$ cat config.mk
export PLATFORM = sky130hd
export DESIGN_NAME = c1351_mouse
export DESIGN_NICKNAME = d
export VERILOG_FILES = /design/src/rtl/c64_mouse_pkg.sv /design/src/rtl/c1351_axis.sv /design/src/rtl/c1351_mouse.sv
export SDC_FILE = /design/constraint.sdc
export NUM_CORES = 1
export LEC_CHECK = 0
export BUFFER_PORTS_ARGS = -buffer_cell sky130_fd_sc_hd__buf_2
export CAP_MARGIN = 20
export CORE_ASPECT_RATIO = 0.7
export CORE_MARGIN = 2
export CORE_UTILIZATION = 60
export DETAILED_ROUTE_END_ITERATION = 10
export PLACE_DENSITY = 0.88
export SLEW_MARGIN = 5
export SYNTH_ARGS = -nofsm -noshare
export SYNTH_HDL_FRONTEND = slang
export SYNTH_SLANG_ARGS = --single-unit
$ cat constraint.sdc
create_clock -name clk -period 13.4 [get_ports clk]
set_input_delay 0.67 -clock clk [delete_from_list [all_inputs] [get_ports clk]]
set_output_delay 0.67 -clock clk [all_outputs]
set_load 0.01 [all_outputs]
$ cat src/rtl/c64_mouse_pkg.sv
// Shared constants and types for the C1351 mouse emulation.
// Optional half-speed mode is selected with C1351_HALF_SPEED_EN.
package c64_mouse_pkg;

    typedef logic signed [9:0] acc_t;

    localparam logic [7:0] POT_OFFSET = 8'd64;
    localparam logic [7:0] POT_IDLE   = 8'hFF;

    localparam acc_t STEP_MAX = 10'sd31;
    localparam acc_t ACC_MAX  = 10'sd511;
    localparam acc_t ACC_MIN  = 10'sh200;

endpackage

$ cat src/rtl/c1351_axis.sv
// One 1351 axis: saturating accumulator, bounded step release, pot encoding.
// C1351_HALF_SPEED_EN makes the accumulator hold half-counts.
module c1351_axis
    import c64_mouse_pkg::*;
(
    input  logic       clk,
    input  logic       reset,
    input  logic       enable,
    input  logic       strobe,
    input  logic       sample,
    input  acc_t       delta,
    output logic [7:0] pot
);

    acc_t              acc;
    logic [5:0]        pos;
    acc_t              src;
    acc_t              step;
    acc_t              acc_next;
    logic [5:0]        pos_next;
    logic signed [11:0] sum;
    logic signed [11:0] drain_w;
`ifdef C1351_HALF_SPEED_EN
    logic signed [10:0] half_acc;
`endif

    always_comb begin
`ifdef C1351_HALF_SPEED_EN
        // Round toward zero so negative odd counts keep their remainder.
        half_acc = ($signed({acc[9], acc}) + (acc[9] ? 11'sd1 : 11'sd0)) >>> 1;
        src      = half_acc[9:0];
`else
        src      = acc;
`endif
        if (src > STEP_MAX)
            step = STEP_MAX;
        else if (src < -STEP_MAX)
            step = -STEP_MAX;
        else
            step = src;

        drain_w = {{2{step[9]}}, step};
`ifdef C1351_HALF_SPEED_EN
        drain_w = drain_w <<< 1;
`endif

        sum = {{2{acc[9]}}, acc};
        if (sample)
            sum = sum - drain_w;
        if (strobe)
            sum = sum + {{2{delta[9]}}, delta};

        if (sum > 12'sd511)
            acc_next = ACC_MAX;
        else if (sum < -12'sd512)
            acc_next = ACC_MIN;
        else
            acc_next = sum[9:0];

        pos_next = pos + step[5:0];
    end

    always_ff @(posedge clk) begin
        if (reset || !enable) begin
            acc <= '0;
            pos <= '0;
            pot <= POT_IDLE;
        end else begin
            if (sample || strobe)
                acc <= acc_next;
            if (sample) begin
                pos <= pos_next;
                pot <= POT_OFFSET + {1'b0, pos_next, 1'b0};
            end
        end
    end

endmodule

$ cat src/rtl/c1351_mouse.sv
// Commodore 1351 proportional mouse emulation from USB relative reports.
// Build option: C1351_HALF_SPEED_EN halves cursor speed without losing motion.
module c1351_mouse
    import c64_mouse_pkg::*;
(
    input  logic       clk,
    input  logic       reset,
    input  logic       enable,
    input  logic       mouse_strobe,
    input  logic [7:0] mouse_x,
    input  logic [7:0] mouse_y,
    input  logic [1:0] mouse_btns,
    input  logic       pot_sample,
    output logic [7:0] pot_x,
    output logic [7:0] pot_y,
    output logic [7:0] mouse_joy
);

    logic [1:0] btns;
    acc_t       dx;
    acc_t       dy_raw;
    acc_t       dy;

    assign dx     = {{2{mouse_x[7]}}, mouse_x};
    assign dy_raw = {{2{mouse_y[7]}}, mouse_y};
    // 1351 Y grows upward, USB Y grows downward.
    assign dy     = -dy_raw;

    always_ff @(posedge clk) begin
        if (reset || !enable)
            btns <= '0;
        else if (mouse_strobe)
            btns <= mouse_btns;
    end

    assign mouse_joy = {3'b000, btns[0], 3'b000, btns[1]};

    c1351_axis u_axis_x (
        .clk    (clk),
        .reset  (reset),
        .enable (enable),
        .strobe (mouse_strobe),
        .sample (pot_sample),
        .delta  (dx),
        .pot    (pot_x)
    );

    c1351_axis u_axis_y (
        .clk    (clk),
        .reset  (reset),
        .enable (enable),
        .strobe (mouse_strobe),
        .sample (pot_sample),
        .delta  (dy),
        .pot    (pot_y)
    );

endmodule

# Word level (Yosys, flattened, before mapping)
# Index checks and enable logic that the tools add are counted.
[word_totals] regBits=50 inputBits=23 output_inout_bits=24
[op_classes] n_addsub=9 order_cmp=8 n_mux=12 n_reduce_logical=3
[op_table] operator="10-bit two-way mux" count=8
[op_table] operator="12-bit two-way mux" count=4
[op_table] operator="12-bit adder" count=2
[op_table] operator="12-bit by 10-bit greater-than comparator with 1-bit output, second input constant" count=2
[op_table] operator="12-bit by 10-bit less-than comparator with 1-bit output, second input constant" count=2
[op_table] operator="10-bit by 10-bit subtractor with 11-bit output" count=2
[op_table] operator="10-bit by 6-bit greater-than comparator with 1-bit output, second input constant" count=2
[op_table] operator="10-bit by 6-bit less-than comparator with 1-bit output, second input constant" count=2
[op_table] operator="7-bit by 7-bit adder with 8-bit output, first input constant" count=2
[op_table] operator="6-bit adder" count=2
[op_table] operator="8-bit negation with 10-bit output" count=1
[op_table] operator="1-bit logical OR" count=2
[op_table] operator="1-bit logical NOT" count=1

# Depth between registers and ports, before layout
# Gate-level depths: netlist of run 1.
[logic_depth] word_depth=10 depth_mapped=26

# By module
# Synthesis of run 1 repeated with hierarchy kept, for this count alone.
[hier_totals] hier_cells=668 hier_area_um2=5193.7
[by_module_without_submodules] mod="c1351_axis at u_axis_y" n_inst=1 cells_per_inst=314 area_each_um2=2474.9 seq_area_each_um2=480.5
[by_module_without_submodules] mod="c1351_axis at u_axis_x" n_inst=1 cells_per_inst=321 area_each_um2=2453.6 seq_area_each_um2=480.5
[by_module_without_submodules] mod="c1351_mouse" n_inst=1 cells_per_inst=33 area_each_um2=265.3 seq_area_each_um2=40.0

# Worst setup path before layout of run 1
# No wires, ideal clock.
[synth_timing] kind="register to register" start="reg u_axis_x.acc[1]" end="reg u_axis_x.acc[0]" setup_ns=0.146 arrival_time_ns=4.811 required_time_ns=13.254 slack_ns=8.443 stages_incl_launch_ff=25 n_path_buf=1 cell_sequence="dfxtp_1 -> nor3_1 -> nand3_1 -> nand4_1 -> ha_1 -> o21ai_0 -> inv_1 -> fa_1 -> a21o_1 -> a21o_2 -> a21o_1 -> a21oi_1 -> xnor2_1 -> mux2i_1 -> inv_1 -> ha_1 -> nor4_1 -> o21a_1 -> o21ai_0 -> nor4b_1 -> o22ai_2 -> a311oi_2 -> or3_1 -> buf_4 -> o211ai_1"
[synth_between] elab_chain_len=10
[synth_lines] element="start: declaration" line="c1351_axis.sv:15" rtl="acc_t acc;"
[synth_lines] element="start signal: assignment" line="c1351_axis.sv:70" rtl="acc <= acc_next;"
[synth_lines] element="10-bit by 6-bit less-than comparator with 1-bit output" line="c1351_axis.sv:37" rtl="else if (src < -STEP_MAX)"
[synth_lines] element="10-bit two-way mux" line="c1351_axis.sv:37"
[synth_lines] element="10-bit two-way mux" line="c1351_axis.sv:35" rtl="if (src > STEP_MAX)"
[synth_lines] element="10-bit by 10-bit subtractor with 11-bit output" line="c1351_axis.sv:49" rtl="sum = sum - drain_w;"
[synth_lines] element="12-bit two-way mux (*)" line="c1351_axis.sv:48" rtl="if (sample)"
[synth_lines] element="12-bit adder" line="c1351_axis.sv:51" rtl="sum = sum + {{2{delta[9]}}, delta};"
[synth_lines] element="12-bit two-way mux (*)" line="c1351_axis.sv:50" rtl="if (strobe)"
[synth_lines] element="12-bit by 10-bit less-than comparator with 1-bit output" line="c1351_axis.sv:55" rtl="else if (sum < -12'sd512)"
[synth_lines] element="10-bit two-way mux" line="c1351_axis.sv:55"
[synth_lines] element="10-bit two-way mux (*)" line="c1351_axis.sv:53" rtl="if (sum > 12'sd511)"
# Every way passes the cells marked *; elsewhere a longest branch is shown, timed or not.
# A chain may end at the register's enable or synchronous reset.

# Final worst setup path of run 1
[layout_timing] start="reg u_axis_x.acc[5]" end="reg u_axis_x.acc[1]"
# Same word-level chain as after synthesis.

==> results of run 1 <==
-- layer usage --
layer / global-route usage, % / vias to the layer above / routed length (um)
met5: 0 / - / 0
met4: 5.61 / 0 / 97
met1: 39.5 / 2235 / 5890
li1: - / 2398 / -
met2: 44.7 / 214 / 5450
met3: 4.71 / 10 / 1060
-- flip-flops by register name, summed over array words and instances (netlist names) --
register and cells:
u_axis_x.acc 10, u_axis_y.acc 10, u_axis_x.pot 7, btns 2, u_axis_y.pos 6, u_axis_y.pot 8, u_axis_x.pos 6
-- layout by cell type (no fill, tap or decap), types with 7 or more instances in the layout --
cell type | synthesis | routed
dfxtp_1 | 49 | 49
o21ai_0 | 59 | 59
mux2i_1 | 7 | 7
nor2b_1 | 9 | 9
nor2_1 | 39 | 39
nand3_1 | 13 | 13
inv_1 | 39 | 39
a21o_1 | 17 | 17
o21bai_1 | 7 | 7
xor2_1 | 9 | 9
xnor2_1 | 28 | 28
buf_2 | 2 | 40
o211ai_1 | 12 | 12
a21oi_1 | 56 | 56
nor3_1 | 19 | 19
a31oi_1 | 13 | 13
o21a_1 | 12 | 12
ha_1 | 54 | 54
and3_1 | 10 | 10
nand2_1 | 87 | 87
-- cell families (layout without fill, tap and decap cells) --
| family | Yosys count | after routing | share of synthesized area (%) |
|---|---|---|---|
| adders and majority gates | 60 | 60 | 16.1 |
| other | 1 | 6 | 0.0757 |
| muxes | 13 | 13 | 2.85 |
| AOI/OAI and AO/OA | 216 | 216 | 28.2 |
| xor gates and xnor gates | 37 | 37 | 6.54 |
| and+or+nand+nor | 211 | 211 | 20.0 |
| DFF | 49 | 49 | 19.8 |
| buffers and inverters | 74 | 92 | 6.49 |
-- Yosys cell counts (3+ instances only) --
| cell type | number |
|---|---|
| a21oi_1 | 56 |
| dfxtp_1 | 49 |
| nor2_1 | 39 |
| o211ai_1 | 12 |
| xor2_1 | 9 |
| nor3_1 | 19 |
| o21a_1 | 12 |
| nor2b_1 | 9 |
| a211oi_1 | 6 |
| buf_4 | 8 |
| o21ai_0 | 59 |
| ha_1 | 54 |
| or3_1 | 5 |
| xnor2_1 | 28 |
| nand3_1 | 13 |
| and2_1 | 3 |
| or2_2 | 4 |
| mux2i_1 | 7 |
| a31oi_1 | 13 |
| fa_1 | 6 |
| mux2_2 | 5 |
| nand2_1 | 87 |
| nand3b_1 | 4 |
| clkbuf_1 | 15 |
| inv_1 | 39 |
| o31a_1 | 3 |
| buf_1 | 7 |
| o21bai_1 | 7 |
| nor4_1 | 4 |
| a21o_1 | 17 |
| nand2b_1 | 6 |
| and3_1 | 10 |
-- worst max-delay path, cell delays in order (launching register included) --
cell	delay, ns
dfxtp_1	0.45
and3_1	0.21
nand4_1	0.11
ha_1	0.38
o21ai_0	0.51
inv_1	0.17
fa_1	0.46
a21o_1	0.19
a21o_2	0.24
a21o_1	0.18
a21oi_1	0.18
xnor2_1	0.10
mux2i_1	0.23
inv_1	0.09
ha_1	0.23
nor4_1	0.28
o21a_1	0.25
o21ai_0	0.15
nor4b_1	0.41
o22ai_2	0.18
a311oi_2	0.32
or3_1	0.34
o211ai_1	0.15
-- layout make-up --
class,instances,area [sq um]
clock buffers,5,125
clock inverters,3,26.3
fillers,657,2630
inverters,40,150
multi-input cells,543,3670
flip-flops and latches,49,981
well taps,101,126
repair buffers,44,230
-- stage by stage --
stage	util (%)	hold WS (ns)	area [sq um]	instances
after floorplan	-	0.450	4970	666
after global placement	65.0	0.445	5160	777
after detailed placement	65.0	0.451	5160	777
after CTS	66.9	0.468	5310	785
after global routing	66.9	0.478	5310	785
final	66.9	0.464	5310	785
-- worst paths after layout --
kind,from,end,slack (ns),cells past startpoint
setup reg to reg,u_axis_x.acc[5]$_SDFFE_PP0P_,u_axis_x.acc[1]$_SDFFE_PP0P_,7.44,22
setup / recovery,u_axis_x.acc[5]$_SDFFE_PP0P_,u_axis_x.acc[1]$_SDFFE_PP0P_,7.44,22
hold reg to reg,u_axis_x.pot[4]$_SDFFE_PP1P_,u_axis_x.pot[4]$_SDFFE_PP1P_,0.46,2
hold / removal,u_axis_x.pot[4]$_SDFFE_PP1P_,u_axis_x.pot[4]$_SDFFE_PP1P_,0.46,2
==> results.ini, run 1 <==
[worst_setup_path]
crit_type=flip-flop to flip-flop
end_kind=flip-flop
crit_required_ns=13.54
arrival_ns=6.11
start_kind=flip-flop
path_max_fanout=8

[route]
drtIter0Drc=401
via_per_inst=6.19
wl_per_cell_um=15.9
dr.pass1.iters=5
ant_nets=0
vias=4857
wirelength_um=12500
drc=0

[placed_design]
pre_cts_ws_ns=7.52
portBuffers=40
place.gp.congestion=1.03
dpl.hpwl_um=9550

[yosys]
ys_warn_count=0
synth.ff_latch_count=49
syn_area_sq_um=4950
postSynthAreaPerCell_sq_um=7.49
seq_area_frac_synth_pct=19.8
async_reset_ff_share_pct=0
yosys.area.top_type=dfxtp_1
synth.distinct_cells=68
yosys_most_used_dff=dfxtp_1
synth_cells=661
synth-edff-count=0
synth_top_cell_area_share_pct=19.8
synthTopCellsByArea=dfxtp_1, ha_1, nand2_1, o21ai_0, a21oi_1

[cts]
cts.clk_slew.worst_paths_ns=0.07
clock-sinks=49
cts-resized-gates=0
htree_levels=2
cts_buffers=5
post_cts_buffers=0
cts_tree=yes
clock_path_buffers=2
clock_latency_ns=0.30
holdBufCountCts=0
cts-root-buf=clkbuf_16

[layout]
syn_to_final_growth_pct=7.17
antenna_cells=0
layout-drive-gt1-share_pct=11.4
fin_nets=766

[sta]
max-slew-margin-rel_pct=54.4
worst_clock_skew_ns=0.00579
fmax_ghz=0.168
worst_pin_slew_ns=0.674
period_share_pct=44.5
hold_viol=0
tns_ns=0
setup_viol=0
finalWorstSetupSlack_ns=7.44
final_max_slew_viol_count=0
rsz0062_at_grt=no
fin_crit_ns=5.96

[floorplan]
ios=47
core_sq_um=7940
start_util_pct=62.4
num_rows=27
die_h_um=80.0
die-area_sq_um=9010
die_width_um=113

[global_routing]
grt_pass1_vias=4426
grt_first_pass_wirelength_um=20700
grt_max_degree=55
antenna_found_initial=0
track_usage_pct=27.8
overflow=0

[run]
drv_cap=0

[worst_hold_path]
worstHoldPathType=flip-flop to flip-flop

[status]
status=finished, final reports clean

Power of run 1 is left out: the tool's default activity adds up to more than one toggle a clock period on the data nets, which glitch-free logic cannot reach.
==> run 2, diff against run 1 <==
- clock period: 13.4 -> 5.7 ns (I/O delays scaled with it)
==> run 2 against run 1 <==
Against the previous run: non-clock buffer count rose by 5; die area did not move; register-to-register slack got worse by 7.2 ns; via count rose by 1.7%; clock skew fell by 0.0011 ns; final cell count rose by 0.64%; critical path depth rose by 2; wire length rose by 0.76%; flip-flop and latch count did not move; highest routed layer unchanged.
==> results.ini, run 2 (synthesis gave the netlist of run 1 again) <==
[layout]
layout-drive-gt1-share_pct=13.1
antenna_cells=0
syn_to_final_growth_pct=8.44
fin_nets=771
nFillCells=639
layout_common_cells=nand2_1, o21ai_0, a21oi_1
design_area_sq_um=5370
final_common_cell=nand2_1
reg_top3=u_axis_x.acc: 10 flops, u_axis_y.acc: 10 flops, u_axis_y.pot: 8 flops

[route]
wirelength_um=12600
vias=4938
drc=0
wl_per_cell_um=15.9
dr.pass1.iters=6
drtIter0Drc=503
via_per_inst=6.25
ant_nets=0

[worst_setup_path]
cpMostUsedCell=ha_1
r2r-end=u_axis_y.acc[3]$_SDFFE_PP0P_
path_max_fanout=8
crit_type=flip-flop to flip-flop
start_kind=flip-flop
r2r_cells=24
end_kind=flip-flop
cp.buffers_inverters=3
cp_slowest_stage_delay_ns=0.46
crit_path_start=u_axis_y.acc[9]$_SDFFE_PP0P_
crit_chain=and3_1 > nand4_1 > ha_1 > inv_1 > nand3_1 > ha_1 > inv_1 > fa_1 > a211oi_1 > o21bai_1 > a21oi_1 > xnor2_1 > mux2_2 > ha_1 > or4_4 > o21ai_2 > a21oi_2 > a31o_4 > mux2_4 > nor3b_2 > o31a_1 > buf_4 > a22oi_2 > a221oi_2
critPathTopFamily=compound AO/OA/AOI/OAI gates
r2r_start=u_axis_y.acc[9]$_SDFFE_PP0P_
cp_slowest_cell=dfxtp_1
arrival_ns=5.70
r2r_slack_ns=0.22
crit_required_ns=5.92

[placed_design]
place.gp.congestion=0.979
placed_area_sq_um=5170
dpl.hpwl_um=9780
portBuffers=40

[worst_hold_path]
hold_start=mouse_btns[1]
hold_depth=3
hold_end=btns[1]$_SDFFE_PP0P_
worstHoldPathType=input port to flip-flop

[cts]
htree_levels=2
cts_tree=yes
cts_buffers=5
holdBufCountCts=0
clock_latency_ns=0.30
clock-sinks=49
clock_path_buffers=2
cts-root-buf=clkbuf_16
cts.clk_slew.worst_paths_ns=0.07

[sta]
hold_viol=0
tns_ns=0
max-slew-margin-rel_pct=54.2
worst_clock_skew_ns=0.00467
period_share_pct=96.2
setup_viol=0
worst_pin_slew_ns=0.677
fin_crit_ns=5.48
fmax_ghz=0.182
final_max_slew_viol_count=0

[floorplan]
start_util_pct=62.4
die_width_um=113
core_sq_um=7940
die_h_um=80.0
ios=47
num_rows=27
die-area_sq_um=9010

[global_routing]
grt_max_degree=34
grt_first_pass_wirelength_um=21200
overflow=0
antenna_found_initial=0
grt_pass1_vias=4642
track_usage_pct=28.4

[run]
drv_cap=0

[status]
status=finished, final reports clean

run 2: metrics by stage:
| step | utilization [%] | instances | hold WS (ns) | worst slack [ns] |
|---|---|---|---|---|
| 6_report | 67.7 | 790 | 0.234 | 0.216 |
| 5_1_grt | 67.7 | 790 | 0.260 | -0.0111 |
| 4_1_cts | 67.1 | 787 | 0.237 | 0.0494 |
| 3_3_place_gp | 65.2 | 779 | 0.447 | 0.153 |
| 2_1_floorplan | - | 666 | 0.432 | 0.743 |
| 3_5_place_dp | 65.2 | 779 | 0.458 | -0.0991 |
run 2: area by class of cell:
| type | instances | area, sq um | share of cell area, % |
|---|---|---|---|
| timing repair buffer | 49 | 268 | 4.98 |
| multi-input combinational | 543 | 3690 | 68.8 |
| inverter | 40 | 150 | 2.80 |
| tap | 101 | 126 | 2.35 |
| clock buffer | 5 | 125 | 2.33 |
| clock inverter | 3 | 26.3 | 0.489 |
| sequential | 49 | 981 | 18.3 |
run 2: timing repair:
item,CTS,global route
endpoints found under the setup margin,7,18
endpoints found under the hold margin,0,0
pin swaps,0,1
cloned,0,0
setup buffers,0,3
resized for setup,1,9
run 2: worst max-delay path by stage:
stage	end	slack, ns	depth (start not counted)
2_1_floorplan	u_axis_x.acc[0]$_SDFFE_PP0P_	0.74	24
3_3_place_gp	u_axis_x.acc[1]$_SDFFE_PP0P_	0.15	22
3_5_place_dp	u_axis_x.acc[2]$_SDFFE_PP0P_	-0.1	22
4_1_cts	u_axis_x.acc[2]$_SDFFE_PP0P_	0.05	22
5_1_grt	u_axis_y.acc[3]$_SDFFE_PP0P_	-0.01	24
6_report	u_axis_y.acc[3]$_SDFFE_PP0P_	0.22	24
run 2: worst register-to-register path, delay by kind of cell, from the launching register on:
family                   cells  cell delay, ns
AO/OA/AOI/OAI                9            1.57
adder cells (fa/ha/maj)      4            1.32
AND/OR/NAND/NOR              5            0.99
multiplexers                 2            0.58
flip-flops                   1            0.46
buffers and inverters        3            0.35
XOR/XNOR                     1            0.12
run 2: routing by layer:
layer	part of all wire (%)	vias up	track usage (%)
li1	-	2406	-
met1	47	2297	39.2
met2	44	214	46.0
met3	8.2	21	5.16
met4	1.1	0	6.95
met5	0	-	0
Power of run 2 is left out for the same reason.
==> run 3, diff against run 2 <==
- clock period: 5.7 -> 6.05 ns (I/O delays scaled with it)
==> run 3 against run 2 <==
Against the previous run: utilization shrank 0.68 points; flip-flop and latch count is the same; critical path type unchanged; first-iteration DRC count grew 1.4%; critical path depth shrank 2; sequential share of layout area grew 0.18 points; worst hold slack gained 0.0035 ns; fmax shrank 3.3%; final cell count shrank 0.63%; critical endpoint is now u_axis_y.acc[7]$_SDFFE_PP0P_.
==> results.ini, run 3 (synthesis gave the netlist of run 1 again) <==
[route]
drc=0
drtIter0Drc=510
ant_nets=0
dr.pass1.iters=6
vias=4967
wirelength_um=12700
via_per_inst=6.33
wl_per_cell_um=16.2

[placed_design]
portBuffers=40
place.gp.congestion=1.07
dpl.hpwl_um=9720

[floorplan]
die_h_um=80.0
die-area_sq_um=9010
die_width_um=113
num_rows=27
ios=47
core_sq_um=7940
start_util_pct=62.4

[layout]
final_common_cell=nand2_1
syn_to_final_growth_pct=7.35
fin_nets=766
antenna_cells=0
layout-drive-gt1-share_pct=11.7
layout_common_cells=nand2_1, o21ai_0, a21oi_1
reg_top3=u_axis_x.acc: 10 flops, u_axis_y.acc: 10 flops, u_axis_y.pot: 8 flops

[worst_setup_path]
crit_type=flip-flop to flip-flop
cp_slowest_cell=or4_4
r2r_start=u_axis_y.acc[9]$_SDFFE_PP0P_
end_kind=flip-flop
cp_slowest_stage_delay_ns=0.55
r2r-end=u_axis_y.acc[7]$_SDFFE_PP0P_
start_kind=flip-flop
crit_chain=and3_1 > nand4_1 > ha_1 > o21ai_0 > inv_1 > ha_1 > nor2b_1 > o31a_1 > o21a_1 > nor2_1 > xnor2_1 > mux2_2 > ha_1 > or4_4 > o21ai_2 > a21oi_2 > a31o_4 > mux2_4 > nor3b_2 > o31a_1 > nand2_1 > a31oi_1
path_max_fanout=9
r2r_cells=22
cpMostUsedCell=ha_1
r2r_slack_ns=0.38
arrival_ns=5.89
crit_required_ns=6.27

[global_routing]
overflow=0
track_usage_pct=28.9
antenna_found_initial=0
grt_first_pass_wirelength_um=21500
grt_pass1_vias=4693
grt_max_degree=39

[sta]
setup_viol=0
tns_ns=0
fmax_ghz=0.176
fin_crit_ns=5.67
worst_pin_slew_ns=0.674
hold_viol=0
final_max_slew_viol_count=0
period_share_pct=93.7
worst_clock_skew_ns=0.00487
max-slew-margin-rel_pct=54.3
rsz0062_at_grt=no

[cts]
htree_levels=2
cts_tree=yes
clock_latency_ns=0.29
clock-sinks=49
clock_path_buffers=2
cts.clk_slew.worst_paths_ns=0.07
post_cts_buffers=0
cts_buffers=5
cts-root-buf=clkbuf_16

[run]
drv_cap=0

[status]
status=finished, final reports clean

[worst_hold_path]
hold_start=mouse_btns[0]
hold_depth=3
worstHoldPathType=input port to flip-flop
hold_end=btns[0]$_SDFFE_PP0P_

[run 3: cell types whose count changed in the layout (fill, tap and decap cells not counted), sizes merged]
cell  change
buf       -5
[run 3: worst max path at each step]
| stage | startpoint | end | slack, ns | depth (start not counted) |
|---|---|---|---|---|
| 2_1_floorplan | u_axis_x.acc[1]$_SDFFE_PP0P_ | u_axis_x.acc[0]$_SDFFE_PP0P_ | 1.09 | 24 |
| 3_3_place_gp | u_axis_x.acc[5]$_SDFFE_PP0P_ | u_axis_x.acc[1]$_SDFFE_PP0P_ | 0.45 | 22 |
| 5_1_grt | u_axis_x.acc[1]$_SDFFE_PP0P_ | u_axis_x.acc[0]$_SDFFE_PP0P_ | 0.11 | 25 |
| 3_5_place_dp | u_axis_x.acc[1]$_SDFFE_PP0P_ | u_axis_x.acc[5]$_SDFFE_PP0P_ | 0.28 | 23 |
| 6_report | u_axis_y.acc[9]$_SDFFE_PP0P_ | u_axis_y.acc[7]$_SDFFE_PP0P_ | 0.38 | 22 |
| 4_1_cts | u_axis_x.acc[7]$_SDFFE_PP0P_ | u_axis_x.acc[5]$_SDFFE_PP0P_ | 0.25 | 22 |
[run 3: area by class of cell]
class | count | area [sq um]
timing repair buffer | 44 | 230
inverter | 40 | 150
fill | 665 | 2620
multi-input combinational | 543 | 3680
sequential | 49 | 981
tap | 101 | 126
clock buffer | 5 | 125
clock inverter | 3 | 26.3
[run 3: through the flow]
stage / hold WS [ns] / cell area, sq um / utilization, % / std cells / setup slack, ns
after CTS: 0.237 / 5310 / 66.9 / 785 / 0.249
final: 0.238 / 5320 / 67.0 / 785 / 0.378
after global routing: 0.245 / 5320 / 67.0 / 785 / 0.110
after global placement: 0.445 / 5160 / 65.0 / 777 / 0.446
after floorplan: 0.450 / 4970 / - / 666 / 1.09
after detailed placement: 0.450 / 5160 / 65.0 / 777 / 0.279
[run 3: layer usage]
| metal | up-vias | global-route usage (%) | wire (um) | part of all wire [%] |
|---|---|---|---|---|
| li1 | 2398 | - | - | - |
| met1 | 2289 | 40.7 | 5940 | 47 |
| met2 | 250 | 45.3 | 5480 | 43 |
| met3 | 30 | 4.78 | 1110 | 8.7 |
| met4 | 0 | 8.54 | 213 | 1.7 |
| met5 | - | 0 | 0 | 0 |
[run 3: worst max-delay path, delay by kind of cell, from the launching register on]
| family | cells | cell delay (ns) |
|---|---|---|
| AOI/OAI and AO/OA | 8 | 1.93 |
| and+or+nand+nor | 7 | 1.46 |
| adders and majority gates | 3 | 0.91 |
| muxes | 2 | 0.58 |
| DFF | 1 | 0.47 |
| buffers and inverters | 1 | 0.16 |
| xor gates and xnor gates | 1 | 0.08 |
[run 3: timing repair]
item	in CTS	in global routing
setup endpoints to repair	0	7
hold endpoints to repair	0	0
hold buffers	0	0
gates resized for setup	0	3
Power of run 3 is left out for the same reason.
